[src/rtl/lcd_char_fifo_pkg.sv]
//------------------------------------------------------------------------------
// Module   : lcd_char_fifo_pkg
// Brief    : Shared character width, FIFO depth and handshake state encodings.
// Revision : 1.0
//------------------------------------------------------------------------------
`timescale 1ns/1ps
`default_nettype none

package lcd_char_fifo_pkg;

   localparam int LCD_DATA_W     = 8;
   localparam int LCD_FIFO_DEPTH = 16;

   typedef enum logic [0:0] {
      IN_IDLE = 1'b0,
      IN_WAIT = 1'b1
   } in_state_t;

   typedef enum logic [0:0] {
      OUT_IDLE = 1'b0,
      OUT_WAIT = 1'b1
   } out_state_t;

endpackage

`default_nettype wire

[src/rtl/lcd_char_fifo_sync_fifo.sv]
//------------------------------------------------------------------------------
// Module   : lcd_char_fifo_sync_fifo
// Brief    : Register-array FIFO with wrapping pointers, level counter and flush.
// Revision : 1.0
//------------------------------------------------------------------------------
`timescale 1ns/1ps
`default_nettype none

module lcd_char_fifo_sync_fifo
   import lcd_char_fifo_pkg::*;
#(
   parameter  int DATA_W = LCD_DATA_W,
   parameter  int DEPTH  = LCD_FIFO_DEPTH,
   localparam int ADDR_W = $clog2(DEPTH)
) (
   input  logic              clock,
   input  logic              reset,
   input  logic              i_push,
   input  logic [DATA_W-1:0] i_wdata,
   input  logic              i_pop,
   input  logic              i_clear,
   output logic [DATA_W-1:0] o_rdata,
   output logic              o_full,
   output logic              o_empty,
   output logic [ADDR_W:0]   o_level
);

   localparam logic [ADDR_W:0] C_DEPTH = (ADDR_W+1)'(DEPTH);

   logic [DATA_W-1:0] r_mem [DEPTH];
   logic [ADDR_W-1:0] r_wptr;
   logic [ADDR_W-1:0] r_rptr;
   logic [ADDR_W:0]   r_level;
   logic              w_do_push;
   logic              w_do_pop;

   assign o_full    = (r_level == C_DEPTH);
   assign o_empty   = (r_level == '0);
   // A flush in the same cycle discards any push or pop.
   assign w_do_push = i_push && !o_full  && !i_clear;
   assign w_do_pop  = i_pop  && !o_empty && !i_clear;
   assign o_rdata   = r_mem[r_rptr];
   assign o_level   = r_level;

   always_ff @(posedge clock) begin
      if (w_do_push) begin
         r_mem[r_wptr] <= i_wdata;
      end
   end

   always_ff @(posedge clock or posedge reset) begin
      if (reset) begin
         r_wptr  <= '0;
         r_rptr  <= '0;
         r_level <= '0;
      end else if (i_clear) begin
         r_wptr  <= '0;
         r_rptr  <= '0;
         r_level <= '0;
      end else begin
         if (w_do_push) begin
            r_wptr <= r_wptr + 1'b1;
         end
         if (w_do_pop) begin
            r_rptr <= r_rptr + 1'b1;
         end
         case ({w_do_push, w_do_pop})
            2'b10:   r_level <= r_level + 1'b1;
            2'b01:   r_level <= r_level - 1'b1;
            default: r_level <= r_level;
         endcase
      end
   end

endmodule

`default_nettype wire

[src/rtl/lcd_char_fifo.sv]
//------------------------------------------------------------------------------
// Module   : lcd_char_fifo
// Brief    : Buffers processor characters and drains them to the lcd driver.
// Revision : 1.0
//------------------------------------------------------------------------------
`timescale 1ns/1ps
`default_nettype none

module lcd_char_fifo
   import lcd_char_fifo_pkg::*;
#(
   parameter  int DATA_W = LCD_DATA_W,
   parameter  int DEPTH  = LCD_FIFO_DEPTH,
   localparam int ADDR_W = $clog2(DEPTH)
) (
   input  logic              clock,
   input  logic              reset,
   input  logic [DATA_W-1:0] ascii,
   input  logic              consume,
   output logic              ready,
   input  logic              clear,
   output logic [DATA_W-1:0] lcd_ascii,
   output logic              lcd_consume,
   input  logic              lcd_ready,
   output logic [ADDR_W:0]   level
);

   in_state_t         r_in_state;
   out_state_t        r_out_state;
   logic [DATA_W-1:0] r_lcd_ascii;
   logic              r_lcd_consume;
   logic              w_full;
   logic              w_empty;
   logic              w_push;
   logic              w_pop;
   logic [DATA_W-1:0] w_rdata;

   assign ready       = (r_in_state == IN_IDLE) && !w_full;
   assign w_push      = consume && ready;
   // No new transfer starts on a flush cycle so the flushed head is never sent.
   assign w_pop       = (r_out_state == OUT_IDLE) && !w_empty && lcd_ready && !clear;
   assign lcd_ascii   = r_lcd_ascii;
   assign lcd_consume = r_lcd_consume;

   lcd_char_fifo_sync_fifo #(
      .DATA_W (DATA_W),
      .DEPTH  (DEPTH)
   ) u_fifo (
      .clock   (clock),
      .reset   (reset),
      .i_push  (w_push),
      .i_wdata (ascii),
      .i_pop   (w_pop),
      .i_clear (clear),
      .o_rdata (w_rdata),
      .o_full  (w_full),
      .o_empty (w_empty),
      .o_level (level)
   );

   always_ff @(posedge clock or posedge reset) begin
      if (reset) begin
         r_in_state <= IN_IDLE;
      end else begin
         case (r_in_state)
            IN_IDLE: if (w_push)   r_in_state <= IN_WAIT;
            IN_WAIT: if (!consume) r_in_state <= IN_IDLE;
            default:               r_in_state <= IN_IDLE;
         endcase
      end
   end

   always_ff @(posedge clock or posedge reset) begin
      if (reset) begin
         r_out_state   <= OUT_IDLE;
         r_lcd_ascii   <= '0;
         r_lcd_consume <= 1'b0;
      end else begin
         case (r_out_state)
            OUT_IDLE: begin
               if (w_pop) begin
                  r_lcd_ascii   <= w_rdata;
                  r_lcd_consume <= 1'b1;
                  r_out_state   <= OUT_WAIT;
               end
            end
            OUT_WAIT: begin
               if (!lcd_ready) begin
                  r_lcd_consume <= 1'b0;
                  r_out_state   <= OUT_IDLE;
               end
            end
            default: begin
               r_lcd_consume <= 1'b0;
               r_out_state   <= OUT_IDLE;
            end
         endcase
      end
   end

endmodule

`default_nettype wire
[config.mk]
export PLATFORM = sky130hd
export DESIGN_NAME = lcd_char_fifo
export DESIGN_NICKNAME = d
export VERILOG_FILES = /design/src/rtl/lcd_char_fifo_pkg.sv /design/src/rtl/lcd_char_fifo_sync_fifo.sv /design/src/rtl/lcd_char_fifo.sv
export SDC_FILE = /design/constraint.sdc
export NUM_CORES = 1
export LEC_CHECK = 0
export ABC_AREA = 1
export CORE_MARGIN = 2
export CORE_UTILIZATION = 42
export DETAILED_ROUTE_END_ITERATION = 10
export HOLD_SLACK_MARGIN = 0.03
export SLEW_MARGIN = 20
export SYNTH_ARGS = -nofsm -noshare
export SYNTH_HDL_FRONTEND = slang
export SYNTH_SLANG_ARGS = --single-unit
[constraint.sdc]
create_clock -name clock -period 4.7 [get_ports clock]
set_input_delay 0.94 -clock clock [delete_from_list [all_inputs] [get_ports clock]]
set_output_delay 0.94 -clock clock [all_outputs]
set_load 0.01 [all_outputs]
* Word-level counts from Yosys, hierarchy flattened
Memory sizes are Yosys's and may differ from the RTL's. A register that Yosys moved wholly into a read port is not among the register bits.
Cells that the tools add are included.
W data, S select, Z words.
** Storage, ports and cells
- Flip-flop bits (word level) :: 16
- Bits in latches :: 0
- Memory bits (writable) :: 128
- Bits in read-only memories :: 0
- Logic and storage cells :: 53
- Memories kept :: 1
** Memory list
- u_fifo.r_mem :: words 16, bits a word 8, read ports 1, clocked after Yosys merged registers in 1, write ports 1, RTL line lcd_char_fifo_sync_fifo.sv:30 : logic [DATA_W-1:0] r_mem [DEPTH];
** Operators by class
- Add/subtract/negate cells :: 4
- Multipliers :: 0
- Div/mod/pow operators :: 0
- Order comparisons :: 0
- Equal/unequal tests :: 5
- Shifts and indexed selects :: 0
- Mux-type cells :: 17
- Bitwise operators :: 2
- Reduce and logical (&&, ||, !) cells :: 18
** Operator list (count)
- $mux W4 :: 4
- $pmux W5 S2 :: 1
- $logic_and A1 B1 Y1 :: 9
- $add A4 B1 Y4 const B :: 2
- $mux W1 :: 8
- $pmux W1 S2 :: 3
- $add A5 B1 Y5 const B :: 1
- $eq A5 B5 Y1 const B :: 1
- $logic_not A5 Y1 :: 1
- $mux W5 :: 1
- $sub A5 B1 Y5 const B :: 1
- $reduce_and A2 Y1 :: 2
- $reduce_bool A2 Y1 :: 2
- $logic_not A1 Y1 :: 3
- $reduce_bool A3 Y1 :: 1
- $eq A2 B1 Y1 const B :: 1
- $eq A2 B2 Y1 const B :: 1
- $ne A2 B1 Y1 const B :: 1
- $ne A2 B2 Y1 const B :: 1
- $not A1 Y1 :: 2

* Longest topological paths before layout
- Depth in word-level cells :: 10
- Gate-level depth with buffers :: 16

* By module
A second synthesis with hierarchy kept.
** Unflattened totals
- Cells, all modules :: 580
- Area total of the unflattened synthesis :: 6596.3 um^2
** Modules (own cells, without submodules)
- lcd_char_fifo_sync_fifo :: instances 1, cells an instance 531, area each 6133.4 um^2
- lcd_char_fifo :: instances 1, cells an instance 49, area each 462.9 um^2

* Least setup slack after synthesis
Ideal clock, no wire load.
- Kind :: input port to flip-flop
- Start :: input port lcd_ready
- End :: register u_fifo.r_level[4], in the netlist u_fifo.o_level[4]
- Arrival :: 2.354 ns
- Required time :: 4.584 ns
- Slack :: 2.229 ns
- Stages on the path :: 15
- Path through :: inv_1 nor2_1 nand3_2 inv_2 nand2_4 fa_1 nand3b_1 nand2_1 nand2_1 nand2_1 inv_1 nand3_1 nand2_1 nand2_1 nand2_1
** On the way
- Longest elaborated chain between the ends :: 7
- Elaborated cells on any way between the ends :: 9
- Those cells by class :: eq/ne: 2; mux: 2; reduce/logical: 5
** RTL lines
- from (decl) :: RTL line lcd_char_fifo.sv:24 : input logic lcd_ready,
- $logic_and A1 B1 Y1 (*) (2 in series) :: RTL line lcd_char_fifo.sv:41 : assign w_pop = (r_out_state == OUT_IDLE) && !w_empty && lcd_ready && !clear;
- $logic_and A1 B1 Y1 (*) (2 in series) :: RTL line lcd_char_fifo_sync_fifo.sv:41 : assign w_do_pop = i_pop && !o_empty && !i_clear;
- $eq A2 B1 Y1 / $eq A2 B2 Y1 (equally long branches) :: RTL line lcd_char_fifo_sync_fifo.sv:67 : case ({w_do_push, w_do_pop})
- $pmux W5 S2 :: RTL line lcd_char_fifo_sync_fifo.sv:67
- $mux W5 :: RTL line lcd_char_fifo_sync_fifo.sv:56 : end else if (i_clear) begin
- to (signal assigned) :: RTL line lcd_char_fifo_sync_fifo.sv:68 : 2'b10: r_level <= r_level + 1'b1;
- to (signal assigned) :: RTL line lcd_char_fifo_sync_fifo.sv:69 : 2'b01: r_level <= r_level - 1'b1;
- to (signal assigned) :: RTL line lcd_char_fifo_sync_fifo.sv:70 : default: r_level <= r_level;
- to (decl) :: RTL line lcd_char_fifo_sync_fifo.sv:33 : logic [ADDR_W:0] r_level;
Every way passes the cells marked *; elsewhere a longest branch is shown, timed or not.
A chain may end at the register's enable or synchronous reset.

* Final worst setup path
- Start :: input port clear
- End :: register u_fifo.r_level[4], in the netlist u_fifo.o_level[4]
** On the way
- Longest elaborated chain between the ends :: 7
- Elaborated cells on any way between the ends :: 10
- Those cells by class :: eq/ne: 2; mux: 2; reduce/logical: 6
** RTL lines
- from (decl) :: RTL line lcd_char_fifo.sv:21 : input logic clear,
- $logic_not A1 Y1 :: RTL line lcd_char_fifo_sync_fifo.sv:40, lcd_char_fifo_sync_fifo.sv:41, lcd_char_fifo.sv:41
- $logic_and A1 B1 Y1 :: RTL line lcd_char_fifo.sv:41
- $logic_and A1 B1 Y1 (2 in series) :: RTL line lcd_char_fifo_sync_fifo.sv:41
- $eq A2 B1 Y1 / $eq A2 B2 Y1 (equally long branches) :: RTL line lcd_char_fifo_sync_fifo.sv:67
- $pmux W5 S2 :: RTL line lcd_char_fifo_sync_fifo.sv:67
- $mux W5 :: RTL line lcd_char_fifo_sync_fifo.sv:56
Parallel ways exist; a longest one is shown, timed or not.

==> flow_summary.toml <==
[critical_path]
crit_slowest_cell = "clkdlybuf4s50_1"
crit_buf_inv = 4
path_max_fanout = 12
crit_top_cell = "nand2_1"
endpoint_kind = "flip-flop"
r2r_cells = 15
criticalPathCategory = "in -> reg"
critPathRequiredTime_ps = 5020
path_depth = 14
worstSetupStartpointType = "primary input"
cpPeakStageDelay_ps = 460
crit_family = "simple AND/OR/NAND/NOR gates"
cp_data_arrival_time_ps = 3370
crit_chain = "clkdlybuf4s50_1 -> inv_2 -> nand4_2 -> nand2_4 -> inv_1 -> ha_1 -> a21oi_1 -> nand3_1 -> nand2_1 -> inv_1 -> nand3_1 -> nand2_1 -> nand2_1 -> nand2_1"

[route]
routedWlPerCell_um = 18.8
drt_iter0_markers = 376
drc = 0
vias = 4265
antenna_left = 0
drt_first_pass_iters = 5
via_per_inst = 5.36
drt_wl_total_mm = 15.0

[logic_synthesis]
netlist_instances = 571
ys_ff_latch = 152
syn_nets = 593
synth_ff_type = "edfxtp_1"
yosysSeqAreaShare_pct = 68.6
synth-edff-count = 128
syn_area_mm2 = 0.00648
synthArstFlopShare_pct = 15.8
synth_warnings = 0
synth.top_cell.area_share_pct = 59.3
ys_top_cells_by_area = "edfxtp_1 (59%), dfrtp_1 (9.3%), nor2_1 (7.5%)"
yosys.area.top_type = "edfxtp_1"
ys_types = 28
syn_avg_cell_area_um2 = 11.3

[min_path]
hold_class = "reg -> reg"
whs_path_depth = 2

[timing]
worstMarginPinSlew_ps = 1100
drv_slew = 0
fmax_mhz = 328
relSlewSlack_pct = 26.1
setup_tns_ps = 0
fin_crit_ps = 3050
fin_crit_sh_pct = 64.9
rsz0062_at_grt = "false"
hold_viol = 0
finalSetupViolations = 0
skew_ps = 7.58

[floorplan]
boundaryPins = 28
fp.dieArea_mm2 = 0.0164
core_mm2 = 0.0151
die_w_um = 128
initial_utilization_pct = 42.8
chipHeight_um = 128
rows = 45

[grt]
grt_pass1_vias = 4333
grt-ovfl-total = 0
grt_max_degree = 67
grt_use_total_pct = 19.9
antenna_found_initial = 0
grt_pass1_wl_mm = 23.7

[pwr]
peakVddDrop_uv = 375
p_leak_nw = 2.69
powerDensity_mw_per_mm2 = 546
total_power_mw = 4.06

[cts]
cts_sinks = 152
cts_max_path_buffers = 2
cts_inserted_buffers = 17
clock_latency_ps = 420
clk_pin_slew_ps = 60
cts_tree = "done"
cts_setup_buffers = 0
holdBufCountCts = 0
cts-root-buf = "clkbuf_16"
htreeDepth = 4
cts_resized = 0

[place]
dpl.hpwl_mm = 9.60
port_buffers = 27
gp_congestion = 0.886

[outcome]
outcome = "finished clean"

[finish]
diodes = 0
area_delta_synth_final_pct = 14.7
fillers = 1343
layout.nets = 616
drive_above_1_share_pct = 7.91

[run]
max_cap_viol_count = 0
-- Yosys cell counts, types with 10 or more instances --
master,count
o21ai_0,46
nor2_1,130
buf_2,12
nand2_1,58
o21ai_1,32
buf_6,10
dfrtp_1,24
edfxtp_1,128
nand3_1,48
inv_1,20
nor3_1,15
-- metrics by stage --
step	worst slack, ps	hold WS (ps)	utilization [%]	instance area (um^2)	cells
after CTS	1650	483	49.0	7420	795
after floorplan	2230	445	-	6480	571
final	1650	480	49.1	7430	795
after global placement	1260	478	45.0	6820	763
after global routing	1410	506	49.1	7430	795
after detailed placement	1200	469	45.0	6820	763
-- metal layers --
layer  global-route usage [%]  wire (um)  vias up
li1                         -          -     2031
met1                     25.6       6540     2085
met2                     32.3       7290      126
met3                     4.88        806       23
met4                     8.21        331        0
met5                        0          0        -
-- area by class of cell --
cell class	count	area [um^2]	share of cell area, %
Sequential cell	152	4450	59.8
Multi-Input combinational cell	364	1740	23.5
Clock buffer	22	444	5.98
Timing Repair Buffer	32	308	4.14
Tap cell	188	235	3.17
Clock inverter	10	154	2.07
Inverter	27	101	1.36
-- worst min-delay path: stages, from the launching register on --
cell and delay [ps]:
dfrtp_1 340, nand2_1 50, nand2_1 50
-- report_power, final --
group | internal, mW | leakage, nW | switching (mW) | total [mW]
clock network | 0.883 | 0.287 | 0.501 | 1.38
logic | 0.359 | 0.939 | 0.691 | 1.05
registers | 1.55 | 1.46 | 0.0716 | 1.62
total | 2.79 | 2.69 | 1.26 | 4.06
-- worst paths after layout --
path                                   startpoint                end  slack (ps)
max in group asynchronous                   reset   u_fifo.r_rptr[0]        3010
min in group asynchronous                   reset       lcd_ascii[1]        1040
worst max-delay path                        clear  u_fifo.o_level[4]        1650
worst max register to register  u_fifo.o_level[0]  u_fifo.o_level[4]        2160
worst min-delay path                 lcd_ascii[1]       lcd_ascii[1]         480
worst min register to register       lcd_ascii[1]       lcd_ascii[1]         480
-- placed cells by master, fill, tap and decap left out, types with 2 or more instances in the layout --
cell,Yosys,final
o21ai_0,46,46
buf_4,2,5
edfxtp_1,128,128
nand2_2,4,4
inv_1,20,20
clkinv_1,2,4
nand3_1,48,48
ha_1,8,8
nand3_2,3,3
clkbuf_1,3,5
o211ai_1,8,8
clkbuf_16,0,17
dfrtp_1,24,23
nand2_1,58,58
nor3_2,0,3
o21ai_1,32,32
clkinv_2,0,2
inv_2,5,5
a21oi_1,5,5
clkdlybuf4s50_1,0,27
nor3_1,15,12
bufinv_16,0,4
nor2_1,130,130
-- cell families (layout without fill, tap and decap cells) --
kind of cell,count (synthesis),after routing,synth area share (%)
AOI/OAI and AO/OA,91,91,7.34
xor gates and xnor gates,2,2,0.270
DFF,152,152,68.6
buffers and inverters,55,91,4.71
adders and majority gates,9,9,1.85
and+or+nand+nor,262,262,17.2
-- sequential cells by signal, summed over array words and instances (netlist names) --
signal          count
u_fifo.r_wptr       4
u_fifo.r_rptr       4
u_fifo.r_mem      128
u_fifo.o_level      5
lcd_ascii           8
r_out_state         1
lcd_consume         1
r_in_state          1
No activity file was read; power rests on OpenSTA's default activity.
